`config.mk`:
```
export PLATFORM = sky130hd
export DESIGN_NAME = uart_tx
export DESIGN_NICKNAME = d
export VERILOG_FILES = /design/src/rtl/uart_tx.sv
export SDC_FILE = /design/constraint.sdc
export NUM_CORES = 1
export LEC_CHECK = 0
export BUFFER_PORTS_ARGS = -buffer_cell sky130_fd_sc_hd__buf_2
export CAP_MARGIN = 15
export CORE_ASPECT_RATIO = 1.2
export CORE_UTILIZATION = 60
export DETAILED_ROUTE_END_ITERATION = 8
export PLACE_DENSITY = 0.82
export SLEW_MARGIN = 20
export SYNTH_ARGS = -nofsm -noshare
export SYNTH_HDL_FRONTEND = slang
export SYNTH_SLANG_ARGS = --single-unit
```
`constraint.sdc`:
```
create_clock -name clk -period 7.85 [get_ports clk]
set_input_delay 1.57 -clock clk [delete_from_list [all_inputs] [get_ports clk]]
set_output_delay 1.57 -clock clk [all_outputs]
set_load 0.03 [all_outputs]
```
`src/rtl/uart_tx.sv`:
```
// Buffered UART transmitter: 8N1, or 8E1 when UART_TX_PARITY_EN is defined; CLKS_PER_BIT clocks per bit.
// Start bit begins one cycle after a byte enters an empty, idle FIFO; in_ready drops only while the FIFO is full.
module uart_tx #(
  parameter int CLKS_PER_BIT = 868,
  parameter int FIFO_DEPTH   = 16
) (
  input  logic                        clk,
  input  logic                        reset,
  input  logic [7:0]                  in_data,
  input  logic                        in_valid,
  output logic                        in_ready,
  output logic                        txd,
  output logic                        busy,
  output logic [$clog2(FIFO_DEPTH):0] fifo_count
);

  localparam int PTR_W = $clog2(FIFO_DEPTH);
  localparam int CNT_W = PTR_W + 1;
  localparam logic [15:0]      BAUD_RELOAD = 16'(CLKS_PER_BIT - 1);
  localparam logic [CNT_W-1:0] FULL_COUNT  = CNT_W'(FIFO_DEPTH);

  localparam logic [2:0] IDLE  = 3'd0;
  localparam logic [2:0] START = 3'd1;
  localparam logic [2:0] DATA  = 3'd2;
  localparam logic [2:0] STOP  = 3'd4;
`ifdef UART_TX_PARITY_EN
  localparam logic [2:0] PARITY = 3'd3;
`endif

  logic [2:0]       state;
  logic [15:0]      baud_cnt;
  logic [2:0]       bit_idx;
  logic [7:0]       shreg;
  logic [7:0]       mem [FIFO_DEPTH];
  logic [PTR_W-1:0] wr_ptr;
  logic [PTR_W-1:0] rd_ptr;
  logic             push;
  logic             pop;
  logic             bit_end;
`ifdef UART_TX_PARITY_EN
  logic             parity_bit;
`endif

  assign in_ready = !reset && (fifo_count != FULL_COUNT);
  assign push     = in_valid && in_ready;
  assign bit_end  = (baud_cnt == 16'd0);
  // Pop from IDLE or on the last cycle of STOP so back-to-back frames have no idle gap.
  assign pop      = !reset && (fifo_count != '0) &&
                    ((state == IDLE) || ((state == STOP) && bit_end));
  assign busy     = (state != IDLE) || (fifo_count != '0);

  always_ff @(posedge clk) begin
    if (push) begin
      mem[wr_ptr] <= in_data;
    end
  end

  always_ff @(posedge clk) begin
    if (reset) begin
      wr_ptr     <= '0;
      rd_ptr     <= '0;
      fifo_count <= '0;
    end else begin
      if (push) wr_ptr <= wr_ptr + PTR_W'(1);
      if (pop)  rd_ptr <= rd_ptr + PTR_W'(1);
      case ({push, pop})
        2'b10:   fifo_count <= fifo_count + CNT_W'(1);
        2'b01:   fifo_count <= fifo_count - CNT_W'(1);
        default: fifo_count <= fifo_count;
      endcase
    end
  end

  always_ff @(posedge clk) begin
    if (reset) begin
      state      <= IDLE;
      txd        <= 1'b1;
      baud_cnt   <= 16'd0;
      bit_idx    <= 3'd0;
      shreg      <= 8'd0;
`ifdef UART_TX_PARITY_EN
      parity_bit <= 1'b0;
`endif
    end else if (pop) begin
      state      <= START;
      txd        <= 1'b0;
      baud_cnt   <= BAUD_RELOAD;
      bit_idx    <= 3'd0;
      shreg      <= mem[rd_ptr];
`ifdef UART_TX_PARITY_EN
      parity_bit <= ^mem[rd_ptr];
`endif
    end else if (state != IDLE) begin
      if (!bit_end) begin
        baud_cnt <= baud_cnt - 16'd1;
      end else begin
        baud_cnt <= BAUD_RELOAD;
        case (state)
          START: begin
            state <= DATA;
            txd   <= shreg[0];
            shreg <= {1'b0, shreg[7:1]};
          end
          DATA: begin
            if (bit_idx == 3'd7) begin
              bit_idx <= 3'd0;
`ifdef UART_TX_PARITY_EN
              state   <= PARITY;
              txd     <= parity_bit;
`else
              state   <= STOP;
              txd     <= 1'b1;
`endif
            end else begin
              bit_idx <= bit_idx + 3'd1;
              txd     <= shreg[0];
              shreg   <= {1'b0, shreg[7:1]};
            end
          end
`ifdef UART_TX_PARITY_EN
          PARITY: begin
            state <= STOP;
            txd   <= 1'b1;
          end
`endif
          STOP: begin
            state    <= IDLE;
            txd      <= 1'b1;
            baud_cnt <= 16'd0;
          end
          default: begin
            state    <= IDLE;
            txd      <= 1'b1;
            baud_cnt <= 16'd0;
          end
        endcase
      end
    end
  end

endmodule

```
### Word level (Yosys, flattened, before mapping)

Memories as Yosys holds them, arrays and structs flattened. A register that Yosys moved wholly into a read port is not among the register bits.
Cells that the tools add are included.
W data, S select, Z words.

* bits in registers: 44
* RAM bits: 128
* output and inout bits: 8
* memories: 1

Memory list
* mem: words 16, width 8, read ports 1, clocked after Yosys merged registers in 1, write ports 1, RTL line 34 `logic [7:0] mem [FIFO_DEPTH];`

* add/subtract/negate cells: 6
* equal/unequal tests: 10
* muxes and demuxes: 25
* reduce and logical (&&, ||, !) cells: 23

Operators with widths (count)
* $mux W8: 4
* $mux W10: 3
* $logic_not A16 Y1: 1
* $mux W16: 1
* $pmux W8 S2: 1
* $sub A16 B1 Y16 const B: 1
* $pmux W5 S2: 1
* $mux W1: 9
* $reduce_and A3 Y1: 3
* $add A4 B1 Y4 const B: 2
* $mux W4: 2
* $eq A3 B3 Y1 const B: 2
* $mux W3: 2
* $ne A3 B3 Y1 const B: 2
* $pmux W3 S2: 1
* $reduce_bool A2 Y1: 3
* $reduce_bool A3 Y1: 2
* $add A5 B1 Y5 const B: 1
* $logic_and A1 B1 Y1: 5
* $ne A5 B5 Y1 const B: 1
* $reduce_bool A5 Y1: 1
* $sub A5 B1 Y5 const B: 1
* $reduce_and A4 Y1: 1
* $reduce_or A2 Y1: 2
* other kinds (11): 12

### Logic depth before layout (Yosys ltp)

* depth after elaboration: 6
* mapped depth: 15

### Worst setup path before layout

No wires, ideal clock.

* path kind: input to register
* from: input port reset
* to: register fifo_count[4]
* setup time: 121 ps
* data arrival time: 4173 ps
* required time: 7729 ps
* setup slack: 3556 ps
* cell stages on the path: 12
* buffers on the path: 2
* cell sequence: clkbuf_1 a211oi_1 inv_1 ha_1 clkbuf_1 xor2_1 ha_1 a211o_1 nand2_1 nand3b_1 a31oi_1 mux2_2

* word-level cells in the longest chain between the ends: 5

Ends and longest elaborated chain
* start: declaration: RTL line 8 `input logic reset,`
* $logic_not A1 Y1: RTL line 44, 48
* $logic_and A1 B1 Y1, on equally long branches: RTL line 48, 44
* $logic_and A1 B1 Y1, on equally long branches: RTL line 48, 45
* $eq A2 B1 Y1 or $eq A2 B2 Y1 (tied branches): RTL line 66 `case ({push, pop})`
* $pmux W5 S2 or $reduce_bool A2 Y1 (tied branches)
* end signal: assignment: RTL line 67 `2'b10: fifo_count <= fifo_count + CNT_W'(1);`
* end signal: assignment: RTL line 68 `2'b01: fifo_count <= fifo_count - CNT_W'(1);`
* end signal: assignment: RTL line 69 `default: fifo_count <= fifo_count;`
* end: declaration: RTL line 14 `output logic [$clog2(FIFO_DEPTH):0] fifo_count`

Several ways; a longest one is shown, not always the timed one.
A chain may end at the register's enable or synchronous reset.

### Final worst setup path

* from: input port reset
* to: register fifo_count[4]

* word-level cells in the longest chain between the ends: 5

Ends and longest elaborated chain
* $logic_not A1 Y1 (*): RTL line 48 `assign pop = !reset && (fifo_count != '0) &&`
* $logic_and A1 B1 Y1 (*) (2 in a row): RTL line 48
* net pop: RTL line 38 `logic pop;`
* $eq A2 B1 Y1 or $eq A2 B2 Y1 (tied branches): RTL line 66
* $pmux W5 S2 or $reduce_bool A2 Y1 (tied branches)

The timed path passes the listed nets; every way through them passes the cells marked *.

==> flow_metrics.tcl <==
set metrics [dict create \
    critical_path_peak_fanout 46 \
    synth.lib_cells_used.distinct 49 \
    post-place-cells 655 \
    grt_use_total 0.237 \
    grt_pass1_vias 4200 \
    io-pin-count 19 \
    worst_path_largest_cell_delay_ps 550 \
    cts_setup_buffers 0 \
    synth_most_common_cell "sky130_fd_sc_hd__edfxtp_1" \
    grt.overflow.total 0 \
    floorplan.core_area_um2 12100 \
    floorplan.die.width_um 103 \
    fmaxAchievable_mhz 210 \
    grt_pass1_wl_um 21100 \
    power_density_nw_per_um2 332 \
    wirelength_um 13700 \
    run_status "complete, no violations" \
    timing.rr.end "fifo_count[4]$_SDFFE_PP0P_" \
    post_synth_edffs 128 \
    end_kind "register" \
    worstRegToRegCells 14 \
    die-area_um2 12800 \
    grt_antenna_before_repair 0 \
    ff2ff_setup_slack_ps 3340 \
    cp.depth 12 \
    synth_cells 500 \
    timing.critical_path.required_ps 8160 \
    synth_sequential_area_ratio 0.649 \
    numClockSinks 176 \
    clock_tree.buffer_depth 2 \
    min-delay-path-class "reg2reg" \
    synth-seq-cells 176 \
    mappedNetlistArea_um2 7400 \
    detail_route.drc_violations 0 \
    routed-via-count 4160 \
    post-synth-top-area-fraction 0.519 \
    ys.flop_type "sky130_fd_sc_hd__edfxtp_1" \
    worst_skew_ps 7.49 \
    drt_pre_antenna_iters 5 \
    worstMarginPinSlew_ps 960 \
    biggest_area_consumer_among_synthesized_cells "sky130_fd_sc_hd__edfxtp_1" \
    io_buffer_count 18 \
    worst_hold_startpoint "rd_ptr[3]$_SDFFE_PP0P_" \
    startpoint_type "primary input" \
    total_leakage_power_nw 2.73 \
    final.fill_count 776 \
    cts.repair.resized 0 \
    critical-path-top-delay-family "simple AND/OR/NAND/NOR gates" \
    maxCapViolCount 0 \
    nNetsFinal 537 \
    min_setup_slack_post_route_ps 3090 \
    hpwl_um 8720 \
    cp_dominant_cell_by_count "sky130_fd_sc_hd__ha_1" \
    final.min_clock_period_ps 4760 \
    clk_tree_root_cell "sky130_fd_sc_hd__clkbuf_16" \
    cts_tree "yes" \
    finalHoldViolations 0 \
    drt-vias-per-instance 6.06 \
    drt-initial-drc-count 376 \
    ctsHoldBuffers 0 \
    clk_pin_slew_ps 60 \
    ant_nets 0 \
    grt_setup_unrepaired "no" \
    critPathKind "in2reg" \
    cpMaxStageDelayCell "sky130_fd_sc_hd__nand3_1" \
    fp-row-count 44 \
    preCtsSetupSlack_ps 2740 \
    seqCellArea_um2 4810 \
    cts_buf_count 17 \
    relSlewSlack 0.358 \
    synth_cell_count_leaders "128 x sky130_fd_sc_hd__edfxtp_1, 49 x sky130_fd_sc_hd__nor2_1, 48 x sky130_fd_sc_hd__dfxtp_1, 32 x sky130_fd_sc_hd__mux4_2, 23 x sky130_fd_sc_hd__nand2_1" \
    timing.critical_path.buf_inv 2 \
    cells_along_the_critical_path "buf_2, nor3_1, nand3_1, inv_2, ha_1, xor2_1, ha_1, nor2_1, nor3b_1, o21ai_0, a31oi_1, mux2_2" \
    finalMaxSlewViolations 0 \
    synth_warnings 0 \
    drive_above_1_share 0.200 \
    total_power_w 0.00274 \
    vdd_ir_drop_max_mv 0.193 \
    maximum_number_of_pins_on_one_net_before_global_route_repair 47 \
    multiInputGateArea_um2 2460 \
    r2r-start "baud_cnt[0]$_SDFFE_PP0P_" \
    layout_worst_path_cycle_share 0.606 \
    start_util 0.614 \
    ffs_w_async_s_r_synth 0 \
    synth_top_cells_by_area "sky130_fd_sc_hd__edfxtp_1 52%, sky130_fd_sc_hd__dfxtp_1 13%, sky130_fd_sc_hd__mux4_2 9.7%, sky130_fd_sc_hd__nor2_1 2.5%, sky130_fd_sc_hd__ha_1 2.2%" \
    final_setup_violation_count 0 \
    instances_no_fill 686 \
    finalWeightedCongestion 0.788 \
    diodes 0 \
    cts_htree_levels 4 \
    clk_latency_ps 420 \
    holdPathStages 1 \
    synth_area_per_cell_um2 14.8 \
    floorplan.die.height_um 124 \
    avgRoutedWirePerCell_um 20.0 \
    post_synthesis_net_count 524 \
    final.setup.tns_ps 0 \
    worstPathArrival_ps 5070 \
    synthToLayoutAreaGrowth_pct 11.4 \
]
[power breakdown]
part           internal (W)  total [W]  switching, W
combinational      0.000283   0.000713      0.000429
sequential          0.00106    0.00114     0.0000726
clock              0.000559   0.000888      0.000329
total               0.00191    0.00274      0.000831
[per-stage QoR]
stage / area (µm²) / util / hold WS [ps]
2_1_floorplan: 7400 / - / 428
6_report: 8250 / 0.684 / 482
5_1_grt: 8250 / 0.684 / 520
3_5_place_dp: 7620 / 0.632 / 474
3_3_place_gp: 7610 / 0.631 / 443
4_1_cts: 8240 / 0.684 / 490
[layout make-up]
class                      instances  area share
sequential                       176       0.583
multi-input combinational        288       0.299
clock buffer                      19      0.0525
tap                              161      0.0244
clock inverter                    12      0.0232
timing repair buffer              22      0.0146
inverter                           8     0.00364
[cell families (layout without fill, tap and decap cells)]
family	count (synthesis)	count (layout)	share of synthesized area
adder cells (fa/ha/maj)	13	13	0.0220
AND/OR/NAND/NOR	147	147	0.107
AO/OA/AOI/OAI	56	56	0.0527
multiplexers	54	54	0.128
XOR/XNOR	18	18	0.0213
flip-flops	176	176	0.649
buffers and inverters	36	61	0.0194
[flip-flops by register name, summed over array words and instances (netlist names), 3 cells and up, named ones only]
signal and count:
bit_idx 3, rd_ptr 4, fifo_count 5, baud_cnt 16, shreg 8, state 3, mem 128, wr_ptr 4
[cell usage in the layout (no fill, tap or decap), types with 7 or more instances in the layout]
| cell type | instances |
|---|---|
| sky130_fd_sc_hd__edfxtp_1 | 128 |
| sky130_fd_sc_hd__nor2_1 | 49 |
| sky130_fd_sc_hd__dfxtp_1 | 46 |
| sky130_fd_sc_hd__mux4_2 | 32 |
| sky130_fd_sc_hd__nand2_1 | 23 |
| sky130_fd_sc_hd__buf_2 | 18 |
| sky130_fd_sc_hd__a21oi_1 | 17 |
| sky130_fd_sc_hd__clkbuf_16 | 17 |
| sky130_fd_sc_hd__nand2b_1 | 16 |
| sky130_fd_sc_hd__mux2i_1 | 14 |
| sky130_fd_sc_hd__ha_1 | 13 |
| sky130_fd_sc_hd__nor3_1 | 10 |
| sky130_fd_sc_hd__nand3b_1 | 10 |
| sky130_fd_sc_hd__xor2_1 | 9 |
| sky130_fd_sc_hd__xnor2_1 | 9 |
| sky130_fd_sc_hd__mux2_2 | 8 |
| sky130_fd_sc_hd__inv_1 | 7 |
| sky130_fd_sc_hd__o221ai_1 | 7 |
[routing by layer]
layer,track usage,share of wire,vias to the layer above
met1,0.273,0.38,2056
met3,0.0471,0.053,22
met2,0.414,0.54,134
li1,-,-,1948
met5,0,0,-
met4,0.125,0.024,0
[worst max path at each step]
stage,from,slack (ps),to
2_1_floorplan,reset,3560,fifo_count[4]$_SDFFE_PP0P_
4_1_cts,reset,3190,fifo_count[4]$_SDFFE_PP0P_
3_3_place_gp,reset,3050,fifo_count[4]$_SDFFE_PP0P_
6_report,reset,3090,fifo_count[4]$_SDFFE_PP0P_
5_1_grt,reset,2840,fifo_count[4]$_SDFFE_PP0P_
3_5_place_dp,reset,2740,fifo_count[4]$_SDFFE_PP0P_
Power figures use the tool's default switching activity.
